[src/rtl/risc_toy_fetch_if.sv]
// Fetch-stage bundle: instruction-memory request/response, downstream redirect/stall,
// and the fetch/decode register outputs. master = fetch stage, slave = its environment.
interface risc_toy_fetch_if;
  logic        IREQ;
  logic [29:0] IADDR;
  logic [31:0] INSTR;
  logic        REDIRECT;
  logic [29:0] REDIRECT_PC;
  logic        STALL;
  logic        FD_VALID;
  logic [31:0] FD_INSTR;
  logic [29:0] FD_PC;
  logic [29:0] FD_PC4;

  modport master (
    output IREQ, IADDR, FD_VALID, FD_INSTR, FD_PC, FD_PC4,
    input  INSTR, REDIRECT, REDIRECT_PC, STALL
  );

  modport slave (
    input  IREQ, IADDR, FD_VALID, FD_INSTR, FD_PC, FD_PC4,
    output INSTR, REDIRECT, REDIRECT_PC, STALL
  );
endinterface

[src/rtl/risc_toy_fetch.sv]
// RISC_TOY instruction fetch: PC, 1-cycle-latency memory request, FD register
// with a 1-entry skid buffer for decode back-pressure, zero-bubble redirect.
module risc_toy_fetch #(
  parameter logic [29:0] RESET_PC = 30'h0
) (
  input logic             CLK,
  input logic             RST,
  risc_toy_fetch_if.master bus
);

  logic        run_q, run_d;
  logic        inflight_q, inflight_d;
  logic [29:0] pc_q, pc_d;
  logic [29:0] resp_pc_q, resp_pc_d;
  logic        fd_v_q, fd_v_d;
  logic [31:0] fd_instr_q, fd_instr_d;
  logic [29:0] fd_pc_q, fd_pc_d;
  logic        sk_v_q, sk_v_d;
  logic [31:0] sk_instr_q, sk_instr_d;
  logic [29:0] sk_pc_q, sk_pc_d;

  logic        resp_v;
  logic        ireq;
  logic [29:0] iaddr;
  logic        fd_free;

  assign resp_v  = inflight_q;
  assign fd_free = !fd_v_q || !bus.STALL;
  assign iaddr   = bus.REDIRECT ? bus.REDIRECT_PC : pc_q;
  // Withhold a request whenever its response would have nowhere to land next cycle.
  assign ireq    = run_q && (bus.REDIRECT ||
                   ((!sk_v_q || !bus.STALL) && !(bus.STALL && fd_v_q && resp_v)));

  assign bus.IREQ     = ireq;
  assign bus.IADDR    = iaddr;
  assign bus.FD_VALID = fd_v_q;
  assign bus.FD_INSTR = fd_instr_q;
  assign bus.FD_PC    = fd_pc_q;
  assign bus.FD_PC4   = fd_pc_q + 30'd1;

  always_comb begin
    run_d      = 1'b1;
    inflight_d = ireq;
    pc_d       = ireq ? iaddr + 30'd1 : pc_q;
    resp_pc_d  = ireq ? iaddr : resp_pc_q;
    fd_v_d     = fd_v_q;
    fd_instr_d = fd_instr_q;
    fd_pc_d    = fd_pc_q;
    sk_v_d     = sk_v_q;
    sk_instr_d = sk_instr_q;
    sk_pc_d    = sk_pc_q;

    if (bus.REDIRECT) begin
      // Any response arriving now belongs to the killed path.
      fd_v_d = 1'b0;
      sk_v_d = 1'b0;
    end else if (fd_free) begin
      sk_v_d = 1'b0;
      if (sk_v_q) begin
        fd_v_d     = 1'b1;
        fd_instr_d = sk_instr_q;
        fd_pc_d    = sk_pc_q;
      end else if (resp_v) begin
        fd_v_d     = 1'b1;
        fd_instr_d = bus.INSTR;
        fd_pc_d    = resp_pc_q;
      end else begin
        fd_v_d = 1'b0;
      end
    end else if (resp_v) begin
      sk_v_d     = 1'b1;
      sk_instr_d = bus.INSTR;
      sk_pc_d    = resp_pc_q;
    end
  end

  always_ff @(posedge CLK or posedge RST) begin
    if (RST) begin
      run_q      <= 1'b0;
      inflight_q <= 1'b0;
      pc_q       <= RESET_PC;
      resp_pc_q  <= 30'h0;
      fd_v_q     <= 1'b0;
      fd_instr_q <= 32'h0;
      fd_pc_q    <= 30'h0;
      sk_v_q     <= 1'b0;
      sk_instr_q <= 32'h0;
      sk_pc_q    <= 30'h0;
    end else begin
      run_q      <= run_d;
      inflight_q <= inflight_d;
      pc_q       <= pc_d;
      resp_pc_q  <= resp_pc_d;
      fd_v_q     <= fd_v_d;
      fd_instr_q <= fd_instr_d;
      fd_pc_q    <= fd_pc_d;
      sk_v_q     <= sk_v_d;
      sk_instr_q <= sk_instr_d;
      sk_pc_q    <= sk_pc_d;
    end
  end

endmodule

[src/flat_wrapper.sv]
// flat-port wrapper written by rule: the top's interface ports become plain ports
module risc_toy_fetch_flat 
#(
  parameter logic [29:0] RESET_PC = 30'h0
)
  (CLK, RST, bus_IREQ, bus_IADDR, bus_FD_VALID, bus_FD_INSTR, bus_FD_PC, bus_FD_PC4, bus_INSTR, bus_REDIRECT, bus_REDIRECT_PC, bus_STALL);
  risc_toy_fetch_if bus_i ();
  input logic CLK;
  input logic RST;
  output wire logic [$bits(bus_i.IREQ)-1:0] bus_IREQ;
  output wire logic [$bits(bus_i.IADDR)-1:0] bus_IADDR;
  output wire logic [$bits(bus_i.FD_VALID)-1:0] bus_FD_VALID;
  output wire logic [$bits(bus_i.FD_INSTR)-1:0] bus_FD_INSTR;
  output wire logic [$bits(bus_i.FD_PC)-1:0] bus_FD_PC;
  output wire logic [$bits(bus_i.FD_PC4)-1:0] bus_FD_PC4;
  input wire logic [$bits(bus_i.INSTR)-1:0] bus_INSTR;
  input wire logic [$bits(bus_i.REDIRECT)-1:0] bus_REDIRECT;
  input wire logic [$bits(bus_i.REDIRECT_PC)-1:0] bus_REDIRECT_PC;
  input wire logic [$bits(bus_i.STALL)-1:0] bus_STALL;
  assign bus_IREQ = bus_i.IREQ;
  assign bus_IADDR = bus_i.IADDR;
  assign bus_FD_VALID = bus_i.FD_VALID;
  assign bus_FD_INSTR = bus_i.FD_INSTR;
  assign bus_FD_PC = bus_i.FD_PC;
  assign bus_FD_PC4 = bus_i.FD_PC4;
  assign bus_i.INSTR = bus_INSTR;
  assign bus_i.REDIRECT = bus_REDIRECT;
  assign bus_i.REDIRECT_PC = bus_REDIRECT_PC;
  assign bus_i.STALL = bus_STALL;
  risc_toy_fetch #(.RESET_PC(RESET_PC)) u_core (.CLK(CLK), .RST(RST), .bus(bus_i));
endmodule
[config.mk]
export PLATFORM = sky130hd
export DESIGN_NAME = risc_toy_fetch_flat
export DESIGN_NICKNAME = d
export VERILOG_FILES = /design/src/rtl/risc_toy_fetch_if.sv /design/src/rtl/risc_toy_fetch.sv /design/src/flat_wrapper.sv
export SDC_FILE = /design/constraint.sdc
export NUM_CORES = 1
export LEC_CHECK = 0
export CORE_UTILIZATION = 47
export DETAILED_ROUTE_END_ITERATION = 12
export HOLD_SLACK_MARGIN = 0.08
export PLACE_DENSITY = 0.88
export SYNTH_ARGS = -nofsm -noshare
export SYNTH_HDL_FRONTEND = slang
export SYNTH_SLANG_ARGS = --single-unit
[constraint.sdc]
create_clock -name CLK -period 5.55 [get_ports CLK]
set_clock_uncertainty 0.15 [all_clocks]
set_input_delay 0.555 -clock CLK [delete_from_list [all_inputs] [get_ports CLK]]
set_output_delay 0.555 -clock CLK [all_outputs]
set_load 0.005 [all_outputs]
; ---- Word level (Yosys, flattened, before mapping)
; Cells that the tools add are included.
[op_classes]
add_sub_neg = 2
mux = 12
bitwise_logic = 2
n_reduce_logical = 16
[op_table]
columns = cell, n
row1 = 30-bit two-way mux, 3
row2 = 32-bit two-way mux, 2
row3 = "30-bit by 1-bit adder with 30-bit output, second input constant", 2
row4 = 1-bit two-way mux, 7
row5 = 3-bit AND reduction, 2
row6 = 1-bit logical AND, 4
row7 = 1-bit logical NOT, 4
row8 = 2-bit nonzero test, 2
row9 = 1-bit logical OR, 3
row10 = 3-bit nonzero test, 1
row11 = 1-bit NOT, 2
[totals]
ff_bits = 188
input_bits = 66
output_inout_bits = 124
wordCells = 42

; ---- Logic depth before layout (Yosys ltp)
[depth]
word_depth = 6
mapped_depth = 12
ltp_nobuf = 6

; ---- Worst setup path before layout
; Ideal clock, no wire load.
[synth_timing]
kind = input port to flip-flop
from = input bus_REDIRECT
to = register u_core.pc_q[26]
setup_time_ns = 0.069
t_arrival_ns = 2.832
required_time_ns = 5.331
slack_ns = 2.499
stages = 12
path_buffers = 6
cell_sequence = buf_6 -> buf_12 -> buf_12 -> buf_4 -> buf_4 -> mux2_2 -> ha_1 -> a21boi_1 -> nand4_1 -> buf_2 -> or4_1 -> nand3_1
[synth_between]
elab_chain_cells = 2
elab_cells_between_ends = 4
cone_classes = add/sub (1) / mux (1) / reduce/logical (2)
[synth_rtl]
columns = element, line
row1 = "start, declared", flat_wrapper.sv:17  ; input wire logic [$bits(bus_i.REDIRECT)-1:0] bus_REDIRECT;
row2 = 30-bit two-way mux, risc_toy_fetch.sv:29  ; assign iaddr = bus.REDIRECT ? bus.REDIRECT_PC : pc_q;
row3 = named net bus_IADDR[0], flat_wrapper.sv:11  ; output wire logic [$bits(bus_i.IADDR)-1:0] bus_IADDR;
row4 = 30-bit by 1-bit adder with 30-bit output, risc_toy_fetch.sv:44  ; pc_d = ireq ? iaddr + 30'd1 : pc_q;
row5 = "end signal, assigned", risc_toy_fetch.sv:92  ; pc_q <= pc_d;
row6 = "end, declared", risc_toy_fetch.sv:13  ; logic [29:0] pc_q, pc_d;
; The timed path passes the listed nets, and every way through them passes these cells.
; A chain may end at the register's enable or synchronous reset.

; ---- Final worst setup path
[layout_timing]
from = register u_core.fd_pc_q[2], in the netlist u_core.bus.FD_PC[2]
to = output bus_FD_PC4[29]
[layout_between]
elab_chain_cells = 1
[layout_rtl]
columns = element, line
row1 = "start, declared", risc_toy_fetch.sv:17  ; logic [29:0] fd_pc_q, fd_pc_d;
row2 = "start signal, assigned", risc_toy_fetch.sv:96  ; fd_pc_q <= fd_pc_d;
row3 = 30-bit by 1-bit adder with 30-bit output, risc_toy_fetch.sv:39  ; assign bus.FD_PC4 = fd_pc_q + 30'd1;
row4 = "end, declared", flat_wrapper.sv:15  ; output wire logic [$bits(bus_i.FD_PC4)-1:0] bus_FD_PC4;
; Every way passes these cells.

==> results.cfg <==
[global_route]
antenna_found_initial = 0
grt_use_total_pct = 22.3
first_global_vias = 6968
grt_first_pass_wirelength_um = 35400
grt_start_max_net_pins = 189
grt_overflow = 0

[route]
routed-wl-met2_um = 10300
wl_per_cell_um = 16.6
routed.top_layer = met4
vias_per_cell = 5.44
vias = 7103
drc = 0
drt_wl_total_um = 21700
route.met3.wl_um = 1210
first_pass_iters = 5
drt-initial-drc-count = 388
drtAntennaViolNets = 0
wl_met1_um = 9960

[setup_path]
reg2reg_depth = 7
r2r-start = u_core.sk_v_q$_DFFE_PP0P_
critPathKind = register to output pin
worstPathMaxFanout = 6
cp.arrival_ns = 3.06
rrSetupSlack_ns = 2.19
crit_path_start_kind = register
r2r_end = u_core.bus.FD_INSTR[22]$_DFFE_PP0P_
crit_path_end_kind = output pin
required_ns = 4.85

[finish]
drive_gt1_share_pct = 12.5
area_delta_synth_final_pct = 28.8
layout.nets = 1101
fill_cells = 1543
diodes = 0
instances_no_fill = 1306

[hold_path]
hold_end = u_core.pc_q[25]$_DFFE_PP0P_
min_from = u_core.pc_q[25]$_DFFE_PP0P_
hold_path_depth = 2
hp-class = register to register

[cts]
clock-root-buffer = clkbuf_16
ctsHtreeMaxLevel = 4
post_cts_resized = 0
clock_sinks = 188
cts_hold_buf = 0
post_cts_buffers = 0
cts_made_buffers = 17
cts.reportedPaths.clkPinSlew_ns = 0.07
worstSkewPairLatency_ns = 0.42
tritoncts = yes
cts_max_path_buffers = 2

[sta]
period_share_pct = 67.8
fmax_mhz = 266
tightest_slew_ns = 1.13
post-route-min-period_ns = 3.76
max_slew_margin_pct = 24.5
rsz0062_at_grt = false
slew_viol_final = 0
fin_ws_ns = 1.79
tns_ns = 0
finalHoldViolCount = 0
setup_violations = 0

[yosys]
syn_nets = 934
synth_cell_types = 56
ys_ff_latch = 188
synth_area_leaders = dfrtp_1, mux2_2, mux2i_1, a21oi_1, nand2_1
syn_inst = 866
yosys_warnings = 0
synth_edf_count = 0
syn_area_sq_mm = 0.00917
ys_async_sr_fraction_pct = 100
synth_top_cell_by_area = dfrtp_1
synthFlopType = dfrtp_1
ys_seq_area_share_pct = 51.3
yosysTopAreaCellShare_pct = 51.3
syn_area_per_cell_sq_um = 10.6

[power]
p_per_area_mw_per_mm2 = 351
seqPwrFrac_pct = 45.6
swShare_pct = 28.9
combPwrFrac_pct = 25.0
p_int_mw = 2.95
p_switching_mw = 1.20
ir_drop_v = 0.000223
clockPowerShare_pct = 29.3
power_mw = 4.14
p_leak_nw = 4.88

[floorplanning]
fp.dieW_um = 142
dieArea_sq_mm = 0.0201
num_rows = 50
coreArea_sq_mm = 0.0189
num_io_pins = 190
initial_utilization_pct = 48.6
die_height_um = 142

[placed_design]
preCtsSetupSlack_ns = 2.03
dp_hpwl_um = 14900
place_congestion = 0.856
io_buffers = 189
placed_cells = 1274

[outcome]
status = finished clean

[run]
cap_violations = 0
## per-stage QoR
| step | cell area (sq um) | util, % | hold WS [ns] |
|---|---|---|---|
| 2_1_floorplan | 9180 | - | 0.295 |
| 3_3_place_gp | 11200 | 59.4 | 0.306 |
| 3_5_place_dp | 11200 | 59.4 | 0.318 |
| 4_1_cts | 11800 | 62.5 | 0.333 |
| 5_1_grt | 11800 | 62.5 | 0.362 |
| 6_report | 11800 | 62.5 | 0.329 |
## cells in the final DEF (no fill, tap or decap), types with 3 or more instances in the layout
master and count:
nor3_1 6, o211ai_1 4, buf_4 7, a21oi_1 73
clkinvlp_4 3, clkdlybuf4s50_1 188, or4_1 4, and4_1 8
dfrtp_1 187, nand4_1 14, and3_1 7, nand4b_1 3
xor2_1 13, o21ai_0 37, nand2_1 91, inv_1 19
nand3_1 31, inv_6 4, clkinv_2 4, nand3b_1 6
clkbuf_16 17, mux2i_1 75, nor2_1 85, o31ai_1 5
xnor2_1 31, mux2_2 77
## synthesized netlist by cell type (all sizes together) (2+ instances only)
master,count
ha,2
and3,7
xor2,13
dfrtp,188
o31ai,5
or4,4
nand3b,6
and4,8
nor2,85
o211ai,4
mux2,77
nand2,91
nand4,15
nand4b,4
a21oi,73
xnor2,31
a22o,2
nor4,3
a22oi,2
o21a,2
o21ai,38
inv,20
nor3,6
nand3,32
and2,2
clkbuf,15
a211oi,3
buf,34
mux2i,77
## how the worst max path moves through the flow
stage | from | to | slack, ns
6_report | u_core.bus.FD_PC[2]$_DFFE_PP0P_ | bus_FD_PC4[29] | 1.79
5_1_grt | u_core.bus.FD_PC[2]$_DFFE_PP0P_ | bus_FD_PC4[29] | 1.48
4_1_cts | u_core.bus.FD_PC[2]$_DFFE_PP0P_ | bus_FD_PC4[29] | 1.70
3_5_place_dp | bus_STALL | bus_IREQ | 2.03
3_3_place_gp | bus_STALL | bus_IREQ | 2.04
2_1_floorplan | RST | u_core.bus.FD_INSTR[0]$_DFFE_PP0P_ | 2.42
## logic make-up after synthesis
family,after synthesis,share of synthesized area [%]
flip-flops,188,51.3
AND/OR/NAND/NOR,269,14.0
multiplexers,154,17.9
XOR/XNOR,44,4.20
AO/OA/AOI/OAI,138,8.51
buffers and inverters,70,3.71
other,1,0.0409
adder cells (fa/ha/maj),2,0.273
## cell type report
type                            count  area (sq um)  area share (%)
Clock buffer                       17           425            3.60
Clock inverter                     15           161            1.37
Inverter                           21          82.6           0.699
Multi-Input combinational cell    608          4150            35.1
Sequential cell                   188          4710            39.9
Tap cell                          260           325            2.75
Timing Repair Buffer              197          1960            16.6
## state kept, by name (all words and copies together) (netlist names)
signal               cells
u_core.bus.FD_INSTR     32
u_core.bus.FD_PC        30
u_core.bus.FD_VALID      1
u_core.inflight_q        1
u_core.pc_q             30
u_core.resp_pc_q        30
u_core.run_q             1
u_core.sk_instr_q       32
u_core.sk_pc_q          30
u_core.sk_v_q            1
## routing by layer
metal,vias to the layer above,global-route usage (%)
met3,24,3.85
li1,3358,-
met4,0,7.02
met2,259,35.5
met1,3462,31.0
met5,-,0
## worst max-delay path, cell delays in order, from the launching register on
cell and delay (ns):
dfrtp_1 0.43, and4_1 0.24, nand4_1 0.36, nor4_1 0.69, nand4_1 0.20, xnor2_1 0.18, clkdlybuf4s50_1 0.52
## power groups by stage
stage | registers (mW) | clock network [mW] | logic, mW
floorplan | 1.86 | 0 | 0.515
global placement | 1.89 | 0 | 1.01
detailed placement | 1.91 | 0 | 1.04
CTS | 1.89 | 1.24 | 1.05
global route | 1.93 | 1.31 | 1.13
finish | 1.89 | 1.22 | 1.04
No activity file was read; power rests on OpenSTA's default activity.
